## config.mk

```make
export PLATFORM = sky130hd
export DESIGN_NAME = cdc_hs_src_ctrl
export DESIGN_NICKNAME = d
export VERILOG_FILES = /design/src/rtl/cdc_hs_pkg.sv /design/src/rtl/cdc_hs_timer.sv /design/src/rtl/cdc_hs_src_ctrl.sv
export SDC_FILE = /design/constraint.sdc
export NUM_CORES = 1
export LEC_CHECK = 0
export BUFFER_PORTS_ARGS = -buffer_cell sky130_fd_sc_hd__buf_2
export CORE_AREA = 2 2 46 48
export DETAILED_ROUTE_END_ITERATION = 7
export DIE_AREA = 0 0 48 50
export PLACE_DENSITY_LB_ADDON = 0.15
export SLEW_MARGIN = 20
export SYNTH_ARGS = -nofsm -noshare
export SYNTH_HDL_FRONTEND = slang
export SYNTH_SLANG_ARGS = --single-unit
```

## constraint.sdc

```tcl
create_clock -name clk_a -period 2.1 [get_ports clk_a]
set_input_delay 0.42 -clock clk_a [delete_from_list [all_inputs] [get_ports clk_a]]
set_output_delay 0.42 -clock clk_a [all_outputs]
set_load 0.005 [all_outputs]
```

## src/rtl/cdc_hs_pkg.sv

```systemverilog
// rtl/cdc_hs_pkg.sv - shared definitions for the req/ack handshake controllers
package cdc_hs_pkg;

  typedef enum logic [1:0] {
    HS_IDLE = 2'd0,
    HS_REQ  = 2'd1,
    HS_REL  = 2'd2
  } hs_state_e;

  localparam int unsigned HS_DATA_W  = 8;
  localparam int unsigned HS_TIMEOUT = 64;

endpackage

```

## src/rtl/cdc_hs_timer.sv

```systemverilog
// rtl/cdc_hs_timer.sv - saturating per-phase cycle counter with terminal flag
module cdc_hs_timer #(
  parameter int unsigned TIMEOUT = 64
) (
  input  logic clk,
  input  logic rst,
  input  logic clr,
  input  logic en,
  output logic hit
);

  localparam int unsigned    CW    = $clog2(TIMEOUT + 1);
  localparam logic [CW-1:0]  T_MAX = CW'(TIMEOUT);

  logic [CW-1:0] cnt;
  logic [CW-1:0] cnt_nxt;

  always_comb begin
    cnt_nxt = cnt;
    if (clr) begin
      cnt_nxt = '0;
    end else if (en && (cnt != T_MAX)) begin
      cnt_nxt = cnt + CW'(1);
    end
  end

  always_ff @(posedge clk) begin
    if (rst) begin
      cnt <= '0;
    end else begin
      cnt <= cnt_nxt;
    end
  end

  // Flag coincides with the counter landing on (or sitting at) the limit.
  assign hit = (cnt_nxt == T_MAX);

endmodule

```

## src/rtl/cdc_hs_src_ctrl.sv

```systemverilog
// rtl/cdc_hs_src_ctrl.sv - source-side four-phase req/ack handshake controller
module cdc_hs_src_ctrl
  import cdc_hs_pkg::*;
#(
  parameter int unsigned DATA_W  = HS_DATA_W,
  parameter int unsigned TIMEOUT = HS_TIMEOUT
) (
  input  logic              clk_a,
  input  logic              rst_a,
  input  logic              in_valid,
  input  logic [DATA_W-1:0] in_data,
  output logic              in_ready,
  output logic              hs_req,
  output logic [DATA_W-1:0] hs_data,
  input  logic              hs_ack_sync,
  output logic              done,
  output logic              busy,
  output logic              to_err,
  input  logic              err_clr
);

  localparam logic [1:0] ST_IDLE = HS_IDLE;
  localparam logic [1:0] ST_REQ  = HS_REQ;
  localparam logic [1:0] ST_REL  = HS_REL;

  logic [1:0] state;
  logic [1:0] state_nxt;
  logic       accept;
  logic       timer_hit;

  // A stale high ack from the previous round must not let a new word in.
  assign in_ready = (state == ST_IDLE) && !hs_ack_sync;
  assign accept   = in_valid && in_ready;
  assign busy     = (state != ST_IDLE);

  always_comb begin
    state_nxt = state;
    case (state)
      ST_IDLE: if (accept)       state_nxt = ST_REQ;
      ST_REQ:  if (hs_ack_sync)  state_nxt = ST_REL;
      ST_REL:  if (!hs_ack_sync) state_nxt = ST_IDLE;
      default:                   state_nxt = ST_IDLE;
    endcase
  end

  always_ff @(posedge clk_a) begin
    if (rst_a) begin
      state   <= ST_IDLE;
      hs_req  <= 1'b0;
      hs_data <= '0;
      done    <= 1'b0;
    end else begin
      state  <= state_nxt;
      hs_req <= (state_nxt == ST_REQ);
      if (accept) begin
        hs_data <= in_data;
      end
      done <= (state == ST_REL) && !hs_ack_sync;
    end
  end

  always_ff @(posedge clk_a) begin
    if (rst_a) begin
      to_err <= 1'b0;
    end else if (timer_hit) begin
      to_err <= 1'b1;
    end else if (err_clr) begin
      to_err <= 1'b0;
    end
  end

  generate
    if (TIMEOUT > 0) begin : g_timer
      cdc_hs_timer #(
        .TIMEOUT (TIMEOUT)
      ) u_timer (
        .clk (clk_a),
        .rst (rst_a),
        .clr ((state_nxt != state) || (state == ST_IDLE)),
        .en  (busy),
        .hit (timer_hit)
      );
    end else begin : g_no_timer
      assign timer_hit = 1'b0;
    end
  endgenerate

endmodule

```

Word-level counts from Yosys, hierarchy flattened
Index checks and enable logic that the tools add are counted.
{"block": "word_totals", "reg_bits": 20, "out_inout_bits": 13, "input_bits": 13}
{"block": "op_classes", "n_reduce_logical": 9, "n_eq_ne": 6, "add_sub_neg": 1, "n_mux": 8}
{"cell": "7-bit 2-to-1 mux", "n": 2}
{"cell": "7-bit by 1-bit adder with 7-bit output (second input constant)", "n": 1}
{"cell": "7-bit equality test (second input constant)", "n": 1}
{"cell": "7-bit inequality test (second input constant)", "n": 1}
{"cell": "2-bit 2-to-1 mux", "n": 3}
{"cell": "2-bit one-hot mux with 3 select lines", "n": 1}
{"cell": "2-bit by 1-bit equality test with 1-bit output (second input constant)", "n": 2}
{"cell": "1-bit logical AND", "n": 4}
{"cell": "2-bit nonzero test", "n": 2}
{"cell": "2-bit equality test (second input constant)", "n": 1}
{"cell": "2-bit logical NOT", "n": 1}
{"cell": "1-bit 2-to-1 mux", "n": 2}
{"cell": "2-bit inequality test", "n": 1}
{"cell": "1-bit logical NOT", "n": 1}
{"cell": "1-bit logical OR", "n": 1}

Depth between registers and ports, before layout
Gate-level depths: netlist of the first run.
{"block": "logic_depth", "ltp_word": 10, "depth_mapped": 8}

Hierarchy
From an unflattened synthesis of the first run, not the netlist that was laid out.
{"block": "unflattened", "cells_unflattened": 103, "hier_area_um2": 1006.0}
{"module": "cdc_hs_src_ctrl", "area_per_inst_um2": 571.8, "instances": 1, "cells_each": 56, "seq_area_each_um2": 260.2}
{"module": "cdc_hs_timer", "area_per_inst_um2": 434.2, "instances": 1, "cells_each": 47, "seq_area_each_um2": 140.1}

Worst setup path after synthesis of the first run
No wires, ideal clock.
{"block": "synth_path", "path_kind": "register to register", "start": "register g_timer.u_timer.cnt[0]", "end": "register to_err", "setup_ps": 69, "t_arrival_ps": 1450, "setup_slack_ps": 581, "path_stages_with_launch": 8, "path_buffers": 0, "required_ps": 2031, "path_cell_list": "dfxtp_1 inv_1 ha_1 nor4bb_1 and2_1 o41ai_1 o2111ai_1 o21ai_1"}
{"block": "synth_via", "elab_chain_cells": 6, "word_cells_on_any_way": 8, "cone_classes": "1 x add/sub; 2 x eq/ne; 3 x mux; 2 x reduce/logical"}
{"item": "start, declared", "line_no": "cdc_hs_timer.sv:15", "source": "logic [CW-1:0] cnt;"}
{"item": "start signal, assigned", "line_no": "cdc_hs_timer.sv:31", "source": "cnt <= cnt_nxt;"}
{"item": "parallel branches: the longest is 2 deep, another holds 7-bit by 1-bit adder with 7-bit output"}
{"item": "7-bit 2-to-1 mux (*)", "line_no": "cdc_hs_timer.sv:22", "source": "end else if (en && (cnt != T_MAX)) begin"}
{"item": "7-bit 2-to-1 mux (*)", "line_no": "cdc_hs_timer.sv:20", "source": "if (clr) begin"}
{"item": "7-bit equality test (*)", "line_no": "cdc_hs_timer.sv:36", "source": "assign hit = (cnt_nxt == T_MAX);"}
{"item": "1-bit 2-to-1 mux or 2-bit nonzero test (tied branches)"}
{"item": "end signal, assigned", "line_no": "cdc_hs_src_ctrl.sv:64", "source": "to_err <= 1'b0;"}
{"item": "end signal, assigned", "line_no": "cdc_hs_src_ctrl.sv:66", "source": "to_err <= 1'b1;"}
{"item": "end signal, assigned", "line_no": "cdc_hs_src_ctrl.sv:68", "source": "to_err <= 1'b0;"}
{"item": "end, declared", "line_no": "cdc_hs_src_ctrl.sv:18", "source": "output logic to_err,"}
Mark *: on every way between the ends.
A chain may end at the register's enable or synchronous reset.

Final worst setup path of the first run
{"block": "layout_path", "start": "register state[0]", "end": "output in_ready"}
{"block": "layout_via", "elab_chain_cells": 2}
{"item": "start, declared", "line_no": "cdc_hs_src_ctrl.sv:26", "source": "logic [1:0] state;"}
{"item": "start signal, assigned", "line_no": "cdc_hs_src_ctrl.sv:53", "source": "state <= state_nxt;"}
{"item": "2-bit logical NOT", "line_no": "cdc_hs_src_ctrl.sv:32", "source": "assign in_ready = (state == ST_IDLE) && !hs_ack_sync;"}
{"item": "1-bit logical AND", "line_no": "cdc_hs_src_ctrl.sv:32"}
{"item": "end, declared", "line_no": "cdc_hs_src_ctrl.sv:12", "source": "output logic in_ready,"}
Every way passes these cells.

==> summary.txt, run 1 <==
STA
  – Slew @ Worst Pin: ~0.45 ns
  – Final Max Slew Viols: 0
  – Setup-failing EPs final: 0
  – Minimum clock period: between 1.5 and 2 ns
  – Tcrit/Tclk final: 0.830
  – Setup_tns: 0 ns
  – Slew HR: 0.699
  – Hold Fails Final Rpt: 0
  – Peak Freq: between 0.5 and 0.6 GHz
  – Clk_skew: approximately 0.0062 ns
  – RSZ-0062 raised after global routing: false

Place
  – Port Buffers: 25
  – Placed cell count: between 150 and 200
  – GPL Wtd Cong: approximately 0.85
  – Estimated wirelength of the detail-placed design: about 1300 um

Setup path
  – Worst-case reg-to-reg path depth: 7
  – Crit path kind: reg2out
  – WP data required: between 1.5 and 2 ns
  – R2r setup slk: 0.37 ns
  – Nature of the critical path endpoint: primary output
  – Reg2reg start: g_timer.u_timer.cnt[0]$_SDFF_PP0_
  – R2r endpoint: g_timer.u_timer.cnt[0]$_SDFF_PP0_
  – Worst EP arrival: between 1 and 1.5 ns
  – Crit-path max FO: 7
  – CP startpoint kind: flop

Logic synthesis
  – Top cells by area, synth: dfxtp_1 (46%), nand2_1 (7.8%), a21oi_1 (5.8%), xor2_1 (4.1%), nor3_1 (3.5%)
  – Synth area leader: dfxtp_1
  – Yosys warns: 0
  – #FFs+latches synth: 20
  – Synth top area share: 0.463
  – Seq/Total Area, Yosys: 0.463
  – Post-Synth Adder-Cell Area: 0.0289
  – Avg Inst Size Synth: 8.39 um2
  – Syn Nets: ~120
  – Multiplexer share of the synthesized area: 0.0116
  – Cells after synthesis: ~100
  – Yosys cell types: 28
  – Compound-Gate Fraction of Synth Area: 0.114
  – Post-Synth Simple-Gate Area: 0.284
  – Xor/xnor share of the synthesized area: 0.0608
  – Cell area after synthesis: around 860 um2
  – Largest family of logic cells by synthesized area: simple AND/OR/NAND/NOR gates

CTS
  – TritonCTS clock tree: done
  – Htree depth: 1
  – Post-cts resize count: 0
  – Clk Latency, worst-skew pair: 0.31 ns
  – CTS Buf Count: 3
  – CTS root buffer: clkbuf_4
  – CTS clk-pin slew, worst paths: approximately 0.12 ns
  – Clock buffer depth: 2
  – Postcts setup bufs: 0
  – CTS Hold Buffers Added: 0
  – Clock Sinks: 20

Layout
  – Final Non-Filler Cells: 155
  – Layout cell share with drive strength beyond 1: 0.250
  – Synth-to-Final Area Change: 21.0%
  – Diode count: 0
  – Final nets: between 100 and 150

Drt
  – Final ANT Viol Nets: 0
  – Routed WL: about 1800 um
  – DR vias: 790
  – Routed vias/inst: a little over 5
  – First-iteration detailed-routing DRC count: 11
  – 1st-pass router iterations: 4
  – DR DRC count: 0
  – WL per Instance: 11.3 um

Global route
  – Largest net degree at the start of global routing: 21
  – First-pass GRT wire length: 3010 um
  – Remaining Overflow, GRT: 0
  – Gr usage total: 0.171
  – Initial antenna violation count: 0
  – Vias in the first global route: roughly 700

Floorplan
  – Die Wd: 48 um
  – Core area: 1900 um2
  – Die Y: approximately 50 um
  – Initial Util: 0.455
  – Die area: ~2400 um2
  – Row count: 16
  – # IOs: 26

Hold path
  – WHS Endpoint: hs_data[4]$_SDFFE_PP0P_
  – Hold Path Class: in2reg
  – Worst hold path depth: 3
  – Hold path startpoint: in_data[4]

Status
  – Status: completed

Power
  – VDD IR max: 0.355 mV
  – Pwr dens: about 660 nW/um2
  – Leakage: between 0.0004 and 0.0005 uW

Run
  – MaxCap Viol Count: 0
-- flip-flops by register name (all words and copies together) (netlist names) --
name	flops
to_err	1
hs_req	1
hs_data	8
state	2
g_timer.u_timer.cnt	7
done	1
-- final cells by class --
type                       count  area (um2)
timing repair buffer          26         133
tap                           27        33.8
multi-input combinational     75         432
sequential                    20         400
inverter                       3        11.3
clock buffer                   4        36.3
fill                         196         856
-- where the power goes --
group	switching (uW)	internal [uW]
clock network	121	106
logic	36.6	29.7
registers	6.34	389
-- synth_stat cells --
master     number
dfxtp_1        20
nand2_1        18
a21oi_1        10
nor2_1          8
nor3_1          6
xor2_1          4
and2_1          3
clkbuf_1        3
inv_1           3
nand4_1         3
nor3b_1         3
nor4_1          3
buf_2           2
ha_1            2
xnor2_1         2
a211oi_1        1
a31oi_1         1
mux2i_1         1
nand3_1         1
nor2_2          1
nor2b_1         1
nor4bb_1        1
o2111ai_1       1
o211ai_1        1
o21ai_0         1
o21ai_1         1
o41ai_1         1
or4_4           1
-- cell families after synthesis --
group / Yosys count
AND/OR/NAND/NOR: 49
flip-flops: 20
AO/OA/AOI/OAI: 17
buffers and inverters: 8
XOR/XNOR: 6
adder cells (fa/ha/maj): 2
multiplexers: 1
-- layout by cell type (no fill, tap or decap), types with 4 or more instances in the layout --
cell type / instances
buf_2: 25
dfxtp_1: 20
nand2_1: 18
a21oi_1: 10
nor2_1: 8
nor3_1: 6
xor2_1: 4
-- per-layer routing --
metal	wire (um)	track usage	vias up	part of all wire
met5	0	0	-	0
met4	25	0.0676	0	0.014
met3	106	0.0220	4	0.060
met2	769	0.244	26	0.44
met1	855	0.255	354	0.49
li1	-	-	406	-
-- how the worst max path moves through the flow --
stage | from | end | slack (ns)
2_1_floorplan | g_timer.u_timer.cnt[0]$_SDFF_PP0_ | to_err$_SDFFE_PP0P_ | 0.58
3_3_place_gp | g_timer.u_timer.cnt[0]$_SDFF_PP0_ | to_err$_SDFFE_PP0P_ | 0.47
3_5_place_dp | g_timer.u_timer.cnt[0]$_SDFF_PP0_ | to_err$_SDFFE_PP0P_ | 0.41
4_1_cts | state[0]$_SDFF_PP0_ | in_ready | 0.34
5_1_grt | g_timer.u_timer.cnt[0]$_SDFF_PP0_ | g_timer.u_timer.cnt[0]$_SDFF_PP0_ | 0.20
6_report | state[0]$_SDFF_PP0_ | in_ready | 0.36
-- metrics by stage --
| stage | setup WS [ns] | util | instance area (um2) | hold WS, ns | total power, uW |
|---|---|---|---|---|---|
| floorplan | 0.581 | - | 865 | 0.443 | 442 |
| finish | 0.356 | 0.550 | 1050 | 0.335 | 689 |
| detailed placement | 0.409 | 0.531 | 1010 | 0.445 | 471 |
| global route | 0.198 | 0.550 | 1050 | 0.331 | 720 |
| global placement | 0.472 | 0.531 | 1010 | 0.438 | 470 |
| CTS | 0.343 | 0.550 | 1050 | 0.331 | 697 |
-- worst max-delay path, stage by stage, from the launching register on --
cell	delay, ns
dfxtp_1	0.39
nor2_2	0.22
inv_1	0.12
nor2_1	0.15
buf_2	0.14
(Power assumes the default switching activity.)
==> run 2: changes to the inputs <==
CORE_AREA = 2 2 48 50   (was 2 2 46 48)
DIE_AREA = 0 0 50 52   (was 0 0 48 50)
clock period = 1.4 ns   (was 2.1 ns; I/O delays follow)
==> summary.txt, run 2 (synthesis results as in run 1) <==
CTS
  – Htree depth: 1 (unchanged)
  – Clock Sinks: 20 (unchanged)
  – CTS root buffer: clkbuf_4
  – Clock buffer depth: 2 (unchanged)
  – CTS clk-pin slew, worst paths: 0.11 ns (about the same)
  – CTS Buf Count: 3 (unchanged)
  – Clk Latency, worst-skew pair: 0.29 ns (-0.02 ns)
  – TritonCTS clock tree: done
  – CTS Hold Buffers Added: 0 (unchanged)

Place
  – Placed cell count: 163 (+7.9%)
  – GPL Wtd Cong: 0.816 (-3.6%)
  – Port Buffers: 25 (unchanged)
  – Estimated wirelength of the detail-placed design: 1480 um (+18%)

Power
  – Pwr dens: 790 nW/um2 (+20%)
  – Leakage: 0.000515 uW (+19%)
  – Total power: 988 uW (+43%)
  – VDD IR max: 0.519 mV (+46%)

Drt
  – DR vias: 822 (+4.1%)
  – Final ANT Viol Nets: 0 (unchanged)
  – Routed vias/inst: 4.86 (-4.6%)
  – 1st-pass router iterations: 3 (-1)
  – WL per Instance: 11.8 um (+3.9%)
  – DR DRC count: 0 (unchanged)
  – Routed WL: 1990 um (+13%)
  – First-iteration detailed-routing DRC count: 7 (-4)

Setup path
  – CP startpoint kind: flop
  – Critical Path Start: g_timer.u_timer.cnt[1]$_SDFF_PP0_
  – Worst EP arrival: 1.68 ns (+0.36 ns)
  – Slowest-stage cell, CP: or4_4
  – Max incr delay on CP: 0.53 ns (+0.14 ns)
  – WP data required: 1.59 ns (-0.09 ns)
  – Crit path kind: reg2reg
  – Crit-path cells: inv_2 -> or4_4 -> xor2_1 -> o2111ai_1 -> o21ai_1
  – Crit-path max FO: 4 (-3)
  – Nature of the critical path endpoint: flop
  – Reg2reg start: g_timer.u_timer.cnt[1]$_SDFF_PP0_

Floorplan
  – Die Wd: 50 um (+4.2%)
  – # IOs: 26 (unchanged)
  – Initial Util: 0.411 (-0.0440)
  – Die area: 2600 um2 (+8.3%)
  – Row count: 17 (+1)
  – Die Y: 52 um (+4.0%)
  – Core area: 2110 um2 (+11%)

Layout
  – Register area: 414 um2 (+3.4%)
  – Top reg by flops: hs_data
  – Diode count: 0 (unchanged)
  – Commonest non-fill, non-tap cell in the layout: buf_2
  – Most frequent cells in the layout: buf_2 (25), nand2_1 (17), dfxtp_1 (13)
  – Max FFs per register: 8 (unchanged)
  – Final nets: 157 (+9.0%)
  – Util after Layout: 0.594 (+0.0442)
  – Fill count: 194 (-1.0%)
  – Multi-input gate area: 524 um2 (+21%)
  – Final Non-Filler Cells: 169 (+9.0%)
  – Top flop regs: hs_data: 8 flops, g_timer.u_timer.cnt: 7 flops, state: 2 flops
  – Synth-to-Final Area Change: 44.7%
  – Layout cell share with drive strength beyond 1: 0.482 (+0.232)

STA
  – RSZ-0062 raised after global routing: true
  – Peak Freq: 0.670 GHz
  – Minimum clock period: approximately 1.5 ns
  – Slew HR: 0.744 (+0.0448)
  – Clk_skew: 0.00677 ns (+0.000583 ns)
  – Slew @ Worst Pin: 0.380 ns (-0.0652 ns)
  – Final Max Slew Viols: 0 (unchanged)
  – Hold Fails Final Rpt: 0 (unchanged)
  – PnR worst setup slack: -0.0920 ns (-0.448 ns)
  – Tcrit/Tclk final: 1.07
  – Setup-failing EPs final: 3 (+3)

Global route
  – Largest net degree at the start of global routing: 21 (unchanged)
  – Initial antenna violation count: 0 (unchanged)
  – First-pass GRT wire length: 3310 um (+9.9%)
  – Remaining Overflow, GRT: 0 (unchanged)
  – Gr usage total: 0.166 (-0.00520)
  – Vias in the first global route: 768 (+8.8%)

Status
  – Failing checks: negative setup slack
  – Status: complete, but fails checks

Hold path
  – Hold path startpoint: in_data[1]
  – Hold Path Class: in2reg

Run
  – MaxCap Viol Count: 0 (unchanged)
-- run 2: cell count changes in the layout (fill, tap and decap cells not counted), moves of 3 or more --
cell / delta
dfxtp_1: -7
dfxtp_2: +5
buf_4: +11
inv_1: -3
nor2_4: +3
-- run 2: repair_timing --
action                     4_1_cts  5_1_grt
resized for setup                3       13
setup endpoints to repair        4       15
buffers inserted                 1        1
pin swaps                        4        6
-- run 2: final timing paths --
check | endpoint | slack (ns) | depth (start not counted)
max | to_err$_SDFFE_PP0P_ | -0.09 | 5
min | hs_data[1]$_SDFFE_PP0P_ | 0.22 | 3
max reg2reg | to_err$_SDFFE_PP0P_ | -0.09 | 5
min reg2reg | hs_data[1]$_SDFFE_PP0P_ | 0.46 | 2
-- run 2: cell type report --
cell class                 count  area share
clock buffer                   4      0.0210
sequential                    20       0.331
inverter                       3      0.0110
timing repair buffer          39       0.190
multi-input combinational     75       0.419
tap                           28      0.0280
-- run 2: critical path: cells and delay by family (launching register included) --
kind,cells,cell delay (ns)
compound gates,2,0.28
simple gates,1,0.53
xor+xnor,1,0.17
buf+inv,1,0.06
flops,1,0.37
-- run 2: per-stage QoR --
stage	hold slack, ns	area, um2	TNS, ns	worst slack, ns
2_1_floorplan	0.416	931	-0.0449	-0.0449
3_3_place_gp	0.439	1150	-0.0622	-0.0622
3_5_place_dp	0.445	1150	-0.110	-0.100
4_1_cts	0.209	1200	-0.144	-0.0864
5_1_grt	0.207	1250	-0.497	-0.184
6_report	0.216	1250	-0.121	-0.0920
-- run 2: per-layer routing --
metal | global-route usage | wire (um)
met2 | 0.285 | 969
met5 | 0 | 0
met3 | 0.0259 | 68
met1 | 0.212 | 944
met4 | 0.0556 | 9
-- run 2: power breakdown --
part           internal [uW]  switching (uW)
registers                580            9.86
logic                   59.0            63.0
clock network            111             165
==> run 3: changes to the inputs <==
CORE_AREA = 2 2 46 48   (was 2 2 48 50)
DIE_AREA = 0 0 48 50   (was 0 0 50 52)
PLACE_DENSITY = 0.78   (was default)
PLACE_DENSITY_LB_ADDON = default   (was 0.15)
clock period = 1.7 ns   (was 1.4 ns; I/O delays follow)
==> summary.txt, run 3 (synthesis results as in run 1) <==
Place
  – Placed cell area: 1020 um2 (-12%)
  – Estimated wirelength of the detail-placed design: 1310 um (-12%)
  – Port Buffers: 25 (unchanged)
  – Dpl ws: 0.0550 ns (+0.155 ns)
  – GPL Wtd Cong: 0.829 (+1.6%)

Power
  – VDD IR max: 0.472 mV (-9.1%)
  – Pwr dens: 876 nW/um2 (+11%)
  – Leakage: 0.000452 uW (-12%)

STA
  – Clk_skew: 0.00107 ns (-0.00569 ns)
  – Minimum clock period: roughly 1.6 ns
  – RSZ-0062 raised after global routing: true
  – Slew @ Worst Pin: 0.403 ns (+0.0226 ns)
  – Final Max Slew Viols: 0 (unchanged)
  – Slew HR: 0.731 (-0.0124)
  – Peak Freq: approximately 0.62 GHz
  – Tcrit/Tclk final: 0.949
  – Hold Fails Final Rpt: 0 (unchanged)
  – PnR worst setup slack: 0.0874 ns (+0.179 ns)
  – Setup_tns: 0 ns (+0.121 ns)
  – Setup-failing EPs final: 0 (-3)

CTS
  – CTS clk-pin slew, worst paths: 0.11 ns (about the same)
  – Clock Sinks: 20 (unchanged)
  – Postcts setup bufs: 0 (-1)
  – CTS Hold Buffers Added: 0 (unchanged)
  – CTS root buffer: clkbuf_4
  – CTS Buf Count: 3 (unchanged)
  – Clock buffer depth: 2 (unchanged)
  – Htree depth: 1 (unchanged)
  – Clk Latency, worst-skew pair: 0.30 ns (about the same)
  – TritonCTS clock tree: done

Floorplan
  – Die area: 2400 um2 (-7.7%)
  – Die Wd: 48 um (-4.0%)
  – Core area: 1900 um2 (-9.7%)
  – # IOs: 26 (unchanged)
  – Die Y: 50 um (-3.8%)
  – Initial Util: 0.455 (+0.0440)
  – Row count: 16 (-1)

Setup path
  – R2r endpoint: g_timer.u_timer.cnt[1]$_SDFF_PP0_
  – Crit path kind: reg2out
  – R2r setup slk: 0.10 ns (+0.19 ns)
  – CP endpoint: in_ready
  – WP data required: 1.36 ns (-0.23 ns)
  – Worst EP arrival: 1.27 ns (-0.41 ns)
  – Crit-path max FO: 7 (+3)
  – Reg2reg start: g_timer.u_timer.cnt[1]$_SDFF_PP0_
  – Slowest-stage cell, CP: dfxtp_2
  – Critical Path Start: state[0]$_SDFF_PP0_
  – Worst-case reg-to-reg path depth: 7 (+2)
  – Nature of the critical path endpoint: primary output
  – Crit-path cells: nor2_4 -> inv_1 -> nor2_1 -> buf_2
  – Max incr delay on CP: 0.38 ns (-0.15 ns)
  – CP startpoint kind: flop

Drt
  – Routed vias/inst: 5.15 (+6.0%)
  – First-iteration detailed-routing DRC count: 12 (+5)
  – DR DRC count: 0 (unchanged)
  – Routed WL: 1780 um (-11%)
  – WL per Instance: 11.4 um (-3.4%)
  – 1st-pass router iterations: 4 (+1)
  – Final ANT Viol Nets: 0 (unchanged)
  – DR vias: 804 (-2.2%)

Layout
  – Util after Layout: 0.576 (-0.0185)
  – Fin area: 1090 um2 (-13%)
  – Max FFs per register: 8 (unchanged)
  – Top flop regs: hs_data: 8 flops, g_timer.u_timer.cnt: 7 flops, state: 2 flops
  – Most frequent cells in the layout: buf_2 (25), nand2_1 (18), dfxtp_1 (18)
  – Commonest non-fill, non-tap cell in the layout: buf_2
  – Final nets: 145 (-7.6%)
  – Diode count: 0 (unchanged)
  – Synth-to-Final Area Change: 26.6%
  – Top reg by flops: hs_data
  – Layout cell share with drive strength beyond 1: 0.295 (-0.188)

Global route
  – Largest net degree at the start of global routing: 21 (unchanged)
  – Initial antenna violation count: 0 (unchanged)
  – Vias in the first global route: 651 (-15%)
  – First-pass GRT wire length: 2620 um (-21%)
  – Remaining Overflow, GRT: 0 (unchanged)
  – Gr usage total: 0.153 (-0.0128)

Run
  – MaxCap Viol Count: 0 (unchanged)

Status
  – Status: completed

Hold path
  – Hold Path Class: in2reg
-- run 3: changes by cell type in the layout (fill, tap and decap cells not counted), moves of 3 or more --
cell / before / now
inv_1: 0 / 3
dfxtp_1: 13 / 18
dfxtp_2: 5 / 2
buf_4: 12 / 2
-- run 3: layer usage --
metal | share of wire | GRT usage | vias to the layer above
li1 | - | - | 411
met1 | 0.45 | 0.179 | 357
met3 | 0.051 | 0.0330 | 5
met4 | 0.021 | 0.0811 | 0
met5 | 0 | 0 | -
met2 | 0.47 | 0.249 | 31
-- run 3: worst min-delay path by stage --
stage	from	endpoint	slack, ns	depth (start not counted)
after floorplan	to_err$_SDFFE_PP0P_	to_err$_SDFFE_PP0P_	0.44	2
after global placement	hs_data[3]$_SDFFE_PP0P_	hs_data[3]$_SDFFE_PP0P_	0.44	2
after detailed placement	to_err$_SDFFE_PP0P_	to_err$_SDFFE_PP0P_	0.44	2
after CTS	in_data[7]	hs_data[7]$_SDFFE_PP0P_	0.26	3
after global routing	in_data[1]	hs_data[1]$_SDFFE_PP0P_	0.26	3
final	in_data[2]	hs_data[2]$_SDFFE_PP0P_	0.26	3
-- run 3: metrics by stage --
stage / power, uW / hold slack, ns / std cells
2_1_floorplan: 547 / 0.443 / 103
6_report: 959 / 0.260 / 156
5_1_grt: 1000 / 0.258 / 156
4_1_cts: 964 / 0.256 / 156
3_3_place_gp: 579 / 0.440 / 152
3_5_place_dp: 582 / 0.440 / 152
-- run 3: power by group --
group	switching (uW)	internal, uW	leakage, uW
sequential	8.12	481	0.000163
clock	146	238	0.0000279
combinational	46.3	38.2	0.000261
-- run 3: worst max-delay path: cells and delay by family, from the launching register on --
family | cells | cell delay, ns
flops | 1 | 0.38
simple gates | 2 | 0.34
buf+inv | 2 | 0.26
-- run 3: what timing repair did --
item | CTS | global route
setup endpoints to repair | 0 | 5
gates resized for setup | 0 | 6
endpoints found under the hold margin | 0 | 0
-- run 3: layout make-up --
type	instances	area [um2]
clock inverter	1	30.0
timing repair buffer	27	140
fill	176	807
multi-input combinational	75	454
tap	27	33.8
inverter	3	11.3
clock buffer	3	22.5
sequential	20	403
